==> config.mk <==
export PLATFORM = sky130hd
export DESIGN_NAME = asiclab_accum_alu
export DESIGN_NICKNAME = d
export VERILOG_FILES = /design/src/rtl/asiclab_alu_pkg.sv /design/src/rtl/asiclab_alu_core.sv /design/src/rtl/asiclab_accum_alu.sv
export SDC_FILE = /design/constraint.sdc
export NUM_CORES = 1
export LEC_CHECK = 0
export CELL_PAD_IN_SITES_DETAIL_PLACEMENT = 1
export CELL_PAD_IN_SITES_GLOBAL_PLACEMENT = 1
export CORE_MARGIN = 3
export CORE_UTILIZATION = 43
export CTS_BUF_LIST = sky130_fd_sc_hd__clkbuf_8
export DETAILED_ROUTE_END_ITERATION = 16
export GPL_TIMING_DRIVEN = 0
export PLACE_DENSITY_LB_ADDON = 0.1
export SYNTH_ARGS = -nofsm -noshare
export SYNTH_HDL_FRONTEND = slang
export SYNTH_SLANG_ARGS = --single-unit
export TNS_END_PERCENT = 20
==> constraint.sdc <==
create_clock -name clk -period 5.55 [get_ports clk]
set_input_delay 0.555 -clock clk [delete_from_list [all_inputs] [get_ports clk]]
set_output_delay 0.555 -clock clk [all_outputs]
set_load 0.05 [all_outputs]
==> src/rtl/asiclab_alu_pkg.sv <==
// asiclab_accum_alu shared types: operation modes, accumulator FSM states
// and the transaction counter width.
package asiclab_alu_pkg;

    typedef enum logic [1:0] {
        MODE_ADD = 2'b00,
        MODE_SUB = 2'b01,
        MODE_ACC = 2'b10,
        MODE_CLR = 2'b11
    } mode_e;

    typedef enum logic [1:0] {
        ST_IDLE    = 2'b00,
        ST_RUN     = 2'b01,
        ST_WRAPPED = 2'b10,
        ST_HOLD    = 2'b11
    } acc_state_e;

    localparam int TXN_COUNT_W = 8;

endpackage

==> src/rtl/asiclab_alu_core.sv <==
// asiclab_accum_alu combinational datapath: add, subtract, accumulate, clear.
// ASICLAB_ACC_SATURATE_EN clamps accumulate results at all-ones on carry-out.
module asiclab_alu_core
    import asiclab_alu_pkg::*;
#(
    parameter int WIDTH     = 4,
    parameter int ACC_WIDTH = 8
) (
    input  mode_e                mode,
    input  logic [WIDTH-1:0]     op_a,
    input  logic [WIDTH-1:0]     op_b,
    input  logic [ACC_WIDTH-1:0] acc,
    output logic [ACC_WIDTH-1:0] res,
    output logic                 carry,
    output logic                 wrap
);

    logic [WIDTH:0]     sum_w;
    logic [ACC_WIDTH:0] acc_sum;

    // Operation select; subtraction at full result width yields the
    // sign-extended difference directly since |a-b| < 2^WIDTH.
    always_comb begin
        res     = '0;
        carry   = 1'b0;
        wrap    = 1'b0;
        sum_w   = {1'b0, op_a} + {1'b0, op_b};
        acc_sum = {1'b0, acc}
                + (ACC_WIDTH+1)'(op_a)
                + (ACC_WIDTH+1)'(op_b);
        unique case (mode)
            MODE_ADD: begin
                res   = ACC_WIDTH'(sum_w);
                carry = sum_w[WIDTH];
            end
            MODE_SUB: begin
                res   = ACC_WIDTH'(op_a) - ACC_WIDTH'(op_b);
                carry = (op_a < op_b);
            end
            MODE_ACC: begin
                carry = acc_sum[ACC_WIDTH];
                wrap  = acc_sum[ACC_WIDTH];
`ifdef ASICLAB_ACC_SATURATE_EN
                res   = acc_sum[ACC_WIDTH] ? '1 : acc_sum[ACC_WIDTH-1:0];
`else
                res   = acc_sum[ACC_WIDTH-1:0];
`endif
            end
            MODE_CLR: begin
                res   = '0;
                carry = 1'b0;
            end
            default: ;
        endcase
    end

endmodule

==> src/rtl/asiclab_accum_alu.sv <==
// asiclab_accum_alu top: valid/ready handshake, result register, accumulator,
// status FSM and transaction counter. Optional macro: ASICLAB_ACC_SATURATE_EN.
module asiclab_accum_alu
    import asiclab_alu_pkg::*;
#(
    parameter int WIDTH     = 4,
    parameter int ACC_WIDTH = 8
) (
    input  logic                   clk,
    input  logic                   reset,
    input  logic                   in_valid,
    output logic                   in_ready,
    input  logic [WIDTH-1:0]       op_a,
    input  logic [WIDTH-1:0]       op_b,
    input  logic [1:0]             mode,
    output logic                   out_valid,
    input  logic                   out_ready,
    output logic [ACC_WIDTH-1:0]   result,
    output logic                   carry,
    output logic                   overflow,
    output logic [TXN_COUNT_W-1:0] txn_count
);

    if (ACC_WIDTH < WIDTH + 1) begin : g_bad_acc_width
        $fatal(1, "asiclab_accum_alu: ACC_WIDTH must be >= WIDTH+1");
    end
    if (WIDTH < 2) begin : g_bad_width
        $fatal(1, "asiclab_accum_alu: WIDTH must be >= 2");
    end

    mode_e                  mode_q;
    logic [ACC_WIDTH-1:0]   acc_q;
    logic [ACC_WIDTH-1:0]   result_q;
    logic                   carry_q;
    logic                   ovf_q;
    logic                   out_valid_q;
    logic [TXN_COUNT_W-1:0] txn_q;
    logic [ACC_WIDTH-1:0]   core_res;
    logic                   core_carry;
    logic                   core_wrap;
    logic                   accept;
    logic                   consume;
    acc_state_e             status_q;
    acc_state_e             status_d;
    acc_state_e             state_q;
    acc_state_e             state_d;

    assign mode_q    = mode_e'(mode);
    assign in_ready  = !out_valid_q || out_ready;
    assign accept    = in_valid && in_ready;
    assign consume   = out_valid_q && out_ready;
    assign out_valid = out_valid_q;
    assign result    = result_q;
    assign carry     = carry_q;
    assign overflow  = ovf_q;
    assign txn_count = txn_q;

    asiclab_alu_core #(
        .WIDTH     (WIDTH),
        .ACC_WIDTH (ACC_WIDTH)
    ) u_core (
        .mode  (mode_q),
        .op_a  (op_a),
        .op_b  (op_b),
        .acc   (acc_q),
        .res   (core_res),
        .carry (core_carry),
        .wrap  (core_wrap)
    );

    // Result, accumulator, flags and counter load on an accepted transaction.
    always_ff @(posedge clk) begin
        if (reset) begin
            acc_q       <= '0;
            result_q    <= '0;
            carry_q     <= 1'b0;
            ovf_q       <= 1'b0;
            out_valid_q <= 1'b0;
            txn_q       <= '0;
        end else begin
            if (accept) begin
                result_q <= core_res;
                carry_q  <= core_carry;
                txn_q    <= txn_q + 1'b1;
                if (mode_q == MODE_ACC) begin
                    acc_q <= core_res;
                    if (core_wrap) ovf_q <= 1'b1;
                end else if (mode_q == MODE_CLR) begin
                    acc_q <= '0;
                    ovf_q <= 1'b0;
                end
            end
            if (accept)       out_valid_q <= 1'b1;
            else if (consume) out_valid_q <= 1'b0;
        end
    end

    // Status and FSM state registers.
    always_ff @(posedge clk) begin
        if (reset) begin
            status_q <= ST_IDLE;
            state_q  <= ST_IDLE;
        end else begin
            status_q <= status_d;
            state_q  <= state_d;
        end
    end

    // Status moves only on accepted ACC/CLR; a stalled output forces HOLD,
    // and the saved status is restored once the stall clears.
    always_comb begin
        status_d = status_q;
        state_d  = status_q;
        if (accept && mode_q == MODE_ACC) begin
            if (ovf_q || core_wrap)   status_d = ST_WRAPPED;
            else if (core_res != '0)  status_d = ST_RUN;
            else                      status_d = ST_IDLE;
        end else if (accept && mode_q == MODE_CLR) begin
            status_d = ST_IDLE;
        end
        if (out_valid_q && !out_ready) state_d = ST_HOLD;
        else                           state_d = status_d;
    end

`ifndef SYNTHESIS
    a_wrapped_ovf: assert property (@(posedge clk) disable iff (reset)
        state_q == ST_WRAPPED |-> ovf_q);
    a_idle_zero: assert property (@(posedge clk) disable iff (reset)
        state_q == ST_IDLE |-> (acc_q == '0 && !ovf_q));
    a_run_nonzero: assert property (@(posedge clk) disable iff (reset)
        state_q == ST_RUN |-> (acc_q != '0 && !ovf_q));
    a_hold_stable: assert property (@(posedge clk) disable iff (reset)
        (out_valid_q && !out_ready) |=> $stable(result_q));
`endif

endmodule

; ---- After elaboration in Yosys (flattened, before gate mapping)
; Cells that the tools add are included.
[totals]
in_bits = 14
wordCells = 35
ff_bits = 27
[op_classes]
addsub = 5
n_reduce_logical = 9
magnitude_cmp = 1
muxes = 10
n_eq_ne = 4
[op_table]
columns = op, count
row1 = $pmux 8 s4, 1
row2 = $mux 8, 2
row3 = $add 8x4->9, 1
row4 = $add 9x4->9, 1
row5 = $add 8x1->8 const B, 1
row6 = $mux 1, 6
row7 = $add 4x4->5, 1
row8 = $sub 4x4->5, 1
row9 = $eq 2x2->1 const B, 2
row10 = $lt 4x4->1, 1
row11 = $pmux 1 s4, 1
row12 = $reduce_bool 2->1, 2
row13 = $reduce_and 3->1, 1
row14 = $eq 2x1->1 const B, 1
row15 = $logic_and 1x1->1, 2
row16 = $logic_not 2->1, 1
row17 = $ne 2x2->1 const B, 1
row18 = $reduce_and 2->1, 1
row19 = $logic_not 1->1, 1
row20 = $logic_or 1x1->1, 1

; ---- Depth between registers and ports, before layout
[depth]
word_depth = 5
depth_mapped = 11

; ---- Modules after synthesis
; From an unflattened synthesis, not the netlist that was laid out.
[unflattened]
hier_cells = 237
area_unflattened_um2 = 1961.9
[modules_own_cells]
columns = module, cells_per_inst, n_inst, area_each_um2, seq_area_each_um2
row1 = asiclab_accum_alu, 142, 1, 1199.9, 540.5
row2 = asiclab_alu_core, 95, 1, 762.0, 0.0

; ---- Worst setup path before layout
; OpenSTA, ideal clock, no wires.
[synth_timing]
path_type = input to register
start = input op_b[1]
end = register result_q[7], in the netlist result[7]
path_buffers = 0
path_stages = 11
arrival_time_ps = 2586
setup_ps = 122
setup_slack_ps = 2842
path_cell_list = inv_1 -> fa_1 -> inv_1 -> ha_1 -> inv_1 -> fa_1 -> nand2b_1 -> a21oi_1 -> xnor2_1 -> nor3_1 -> a311o_1
[synth_via]
elab_chain_cells = 2
word_cells_on_any_way = 3
classes_between = 2 x add/sub / 1 x mux
[synth_lines]
columns = item, line_no
row1 = from (decl), asiclab_accum_alu.sv:14  ; input logic [WIDTH-1:0] op_b,
row2 = $add 9x4->9 or $sub 4x4->5 (tied branches), "asiclab_alu_core.sv:30, asiclab_alu_core.sv:37"
row3 = $pmux 8 s4 *, asiclab_alu_core.sv:31  ; unique case (mode)
row4 = to (signal assigned), asiclab_accum_alu.sv:82  ; result_q <= core_res;
row5 = to (decl), asiclab_accum_alu.sv:33  ; logic [ACC_WIDTH-1:0] result_q;
; Mark *: on every way between the ends. The rest lies on a longest branch, timed or not.
; A chain may end at the register's enable or synchronous reset.

; ---- Final worst setup path
[layout_timing]
start = input op_a[1]
end = register result_q[7], in the netlist result[7]
[layout_via]
elab_chain_cells = 3
word_cells_on_any_way = 4
classes_between = 3 x add/sub / 1 x mux
[layout_lines]
columns = item, line_no
row1 = from (decl), asiclab_accum_alu.sv:13  ; input logic [WIDTH-1:0] op_a,
row2 = $add 8x4->9, asiclab_alu_core.sv:29  ; + (ACC_WIDTH+1)'(op_a)
row3 = $add 9x4->9, asiclab_alu_core.sv:30  ; + (ACC_WIDTH+1)'(op_b);
row4 = $pmux 8 s4 *, asiclab_alu_core.sv:31
; Marks and branches as above.

==> results_dict.tcl <==
set metrics [dict create \
    hold_end "acc_q[4]" \
    drt-initial-drc-count 29 \
    ios 34 \
    core_sq_um 3770 \
    num_vias 1575 \
    worst-slew-pin-transition_ns 0.508 \
    holdCritStartpoint "acc_q[4]" \
    start_util_pct 46.0 \
    cap_violations 0 \
    seq_area_frac_synth_pct 31.2 \
    cp_data_arrival_time_ns 3.43 \
    cpMostUsedCell "inv_1" \
    rsz0062_at_grt "false" \
    crit_slowest_cell "clkdlybuf4s50_1" \
    grt_first_pass_wirelength_mm 8.49 \
    clock_latency_ns 0.27 \
    syn_avg_cell_area_sq_um 8.58 \
    netlist_area_sq_um 1730 \
    drc_errors 0 \
    critPathMaxFanout 4 \
    port_buffers 31 \
    grt.total_usage_pct 21.3 \
    fp-row-count 22 \
    crit_buf_inv 4 \
    synth_seq_cells 27 \
    slew_headroom_pct 66.1 \
    drive_above_1_share_pct 5.49 \
    hpwl_mm 3.89 \
    final-setup-viol-count 0 \
    rrSetupSlack_ns 2.93 \
    antenna_left 0 \
    grt_max_degree 17 \
    hold_depth 2 \
    yosysWarnings 0 \
    slowest_delay_ns 0.58 \
    r2r-start "acc_q[1]" \
    post_cts_buffers 0 \
    hold_viol 0 \
    cts_tree "done" \
    endpoint_kind "flop" \
    start_kind "input pin" \
    vias_per_cell 5.53 \
    cp_top_family "adder cells" \
    ctsRootBufferMaster "clkbuf_8" \
    fin_crit_ns 3.27 \
    antenna_found_initial 0 \
    place_congestion 0.772 \
    stdcell_area_sq_um 2150 \
    syn-num-nets 236 \
    final.setup.tns_ns 0 \
    placed_area_sq_um 2100 \
    grt_pass1_vias 1711 \
    insertedDiodeCount 0 \
    path_clk_slew_ns 0.09 \
    maxSlewViolCount 0 \
    grt.overflow.total 0 \
    netlist_instances 202 \
    fin_skew_ns 0.00762 \
    crit_chain "clkdlybuf4s50_1 > inv_1 > fa_1 > inv_1 > ha_1 > inv_1 > fa_1 > nand2b_1 > a21oi_1 > xnor2_1 > nor3_1 > a311o_1" \
    r2r_cells 11 \
    required_ns 5.71 \
    die_h_um 69.5 \
    final_cell_mix "31 x clkdlybuf4s50_1, 27 x dfxtp_1, 19 x nor2_1" \
    nets 272 \
    timing.final.crit_share_pct 58.9 \
    path_class "in -> reg" \
    p_leak_nw 0.872 \
    vdd_drop_max_uv 140 \
    area_growth_syn_to_layout_pct 24.2 \
    outcome "finished clean" \
    die_x_um 69.5 \
    cts-buffers-inserted 3 \
    worstReg2RegEnd "result[7]" \
    synth.distinct_cells 44 \
    hold_buffers 0 \
    clockBufferDepth 2 \
    hold_class "reg -> reg" \
    cts-htree-levels 1 \
    p_per_area_nw_per_um2 220 \
    routedWlPerCell_um 16.6 \
    layout_commonest_cell "clkdlybuf4s50_1" \
    dr.pass1.iters 4 \
    cts_resized 0 \
    max_freq_mhz 306 \
    wl_mm 4.73 \
    dieArea_sq_um 4830 \
    clkSinkCount 27 \
]
## power by group
part           leakage, nW  switching [W]  total [W]  internal, W
Clock               0.0217      0.0000624   0.000113    0.0000510
Sequential           0.220     0.00000660   0.000209     0.000202
Combinational        0.630      0.0000928   0.000151    0.0000586
Total                0.872       0.000162   0.000474     0.000312
## logic make-up after synthesis
logic type / Yosys count / synth area share, %
xor+xnor: 11 / 5.56
compound gates: 53 / 20.0
flops: 27 / 31.2
buf+inv: 27 / 6.21
fa+ha+maj: 20 / 17.5
mux: 2 / 1.16
simple gates: 62 / 18.4
## flip-flops by register name, summed over array words and instances, names as in the netlist
signal	count
acc_q	8
carry	1
out_valid	1
overflow	1
result	8
txn_count	8
## final cells by class
type | count | area (sq um)
sequential | 27 | 541
timing repair buffer | 31 | 310
multi-input combinational | 148 | 1080
buffer | 9 | 40.0
fill | 465 | 1620
clock buffer | 3 | 41.3
tap | 48 | 60.1
inverter | 18 | 67.6
clock inverter | 1 | 7.51
## tightest hold or removal path, cell delays in order (launching register included)
cell and delay (ns):
dfxtp_1 0.34, nand2_1 0.06, o21ai_0 0.07
## stage by stage
stage	instances	power [W]	util [%]	hold slack, ns	setup WS, ns
6_report	285	0.000474	57.1	0.503	2.28
5_1_grt	285	0.000503	57.1	0.534	2.07
4_1_cts	285	0.000478	57.1	0.501	2.27
3_5_place_dp	281	0.000365	55.8	0.485	1.99
3_3_place_gp	281	0.000357	55.8	0.470	2.09
2_1_floorplan	202	0.000313	-	0.432	2.84
## Yosys cell counts (all sizes together)
library cell / n / area share [%]
nor2: 19 / 4.1
a221oi: 3 / 2.2
a211oi: 2 / 0.87
and2b: 1 / 0.43
nand4: 2 / 0.72
a21o: 2 / 0.87
ha: 13 / 9.4
dfxtp: 27 / 31
nor3: 5 / 1.4
nor4b: 1 / 0.51
fa: 7 / 8.1
o311a: 1 / 0.58
or3: 1 / 0.36
a22oi: 1 / 0.43
nand3: 3 / 0.87
a21boi: 1 / 0.43
nor2b: 3 / 1.1
and2: 1 / 0.36
a31o: 1 / 0.51
and4: 1 / 0.51
o21bai: 1 / 0.43
xor2: 5 / 2.5
nor3b: 3 / 1.3
nand3b: 3 / 1.3
clkbuf: 4 / 0.87
a311oi: 2 / 1.0
nand2: 13 / 2.8
a21oi: 14 / 4.0
a311o: 1 / 0.58
nand2b: 3 / 1.5
a31oi: 2 / 0.72
o21ai: 17 / 4.9
o211ai: 4 / 1.7
xnor2: 6 / 3.0
buf: 5 / 1.4
o2111a: 1 / 0.65
and3: 2 / 0.72
nor4: 1 / 0.36
inv: 18 / 3.9
mux2i: 2 / 1.2
## routing by layer
layer | track usage [%] | up-vias | wire length (um)
li1 | - | 774 | -
met1 | 26.0 | 748 | 2100
met2 | 37.7 | 40 | 2320
met3 | 3.91 | 13 | 184
met4 | 6.29 | 0 | 124
met5 | 0 | - | 0
## worst max path at each step
stage	start	endpoint	slack [ns]	cells after the start
after floorplan	op_b[1]	result[7]	2.84	11
after global placement	op_a[1]	result[7]	2.09	12
after detailed placement	op_a[1]	result[7]	1.99	12
after CTS	op_a[1]	result[7]	2.27	12
after global routing	op_a[1]	result[5]	2.07	12
final	op_a[1]	result[7]	2.28	12
Power figures use the tool's default switching activity.
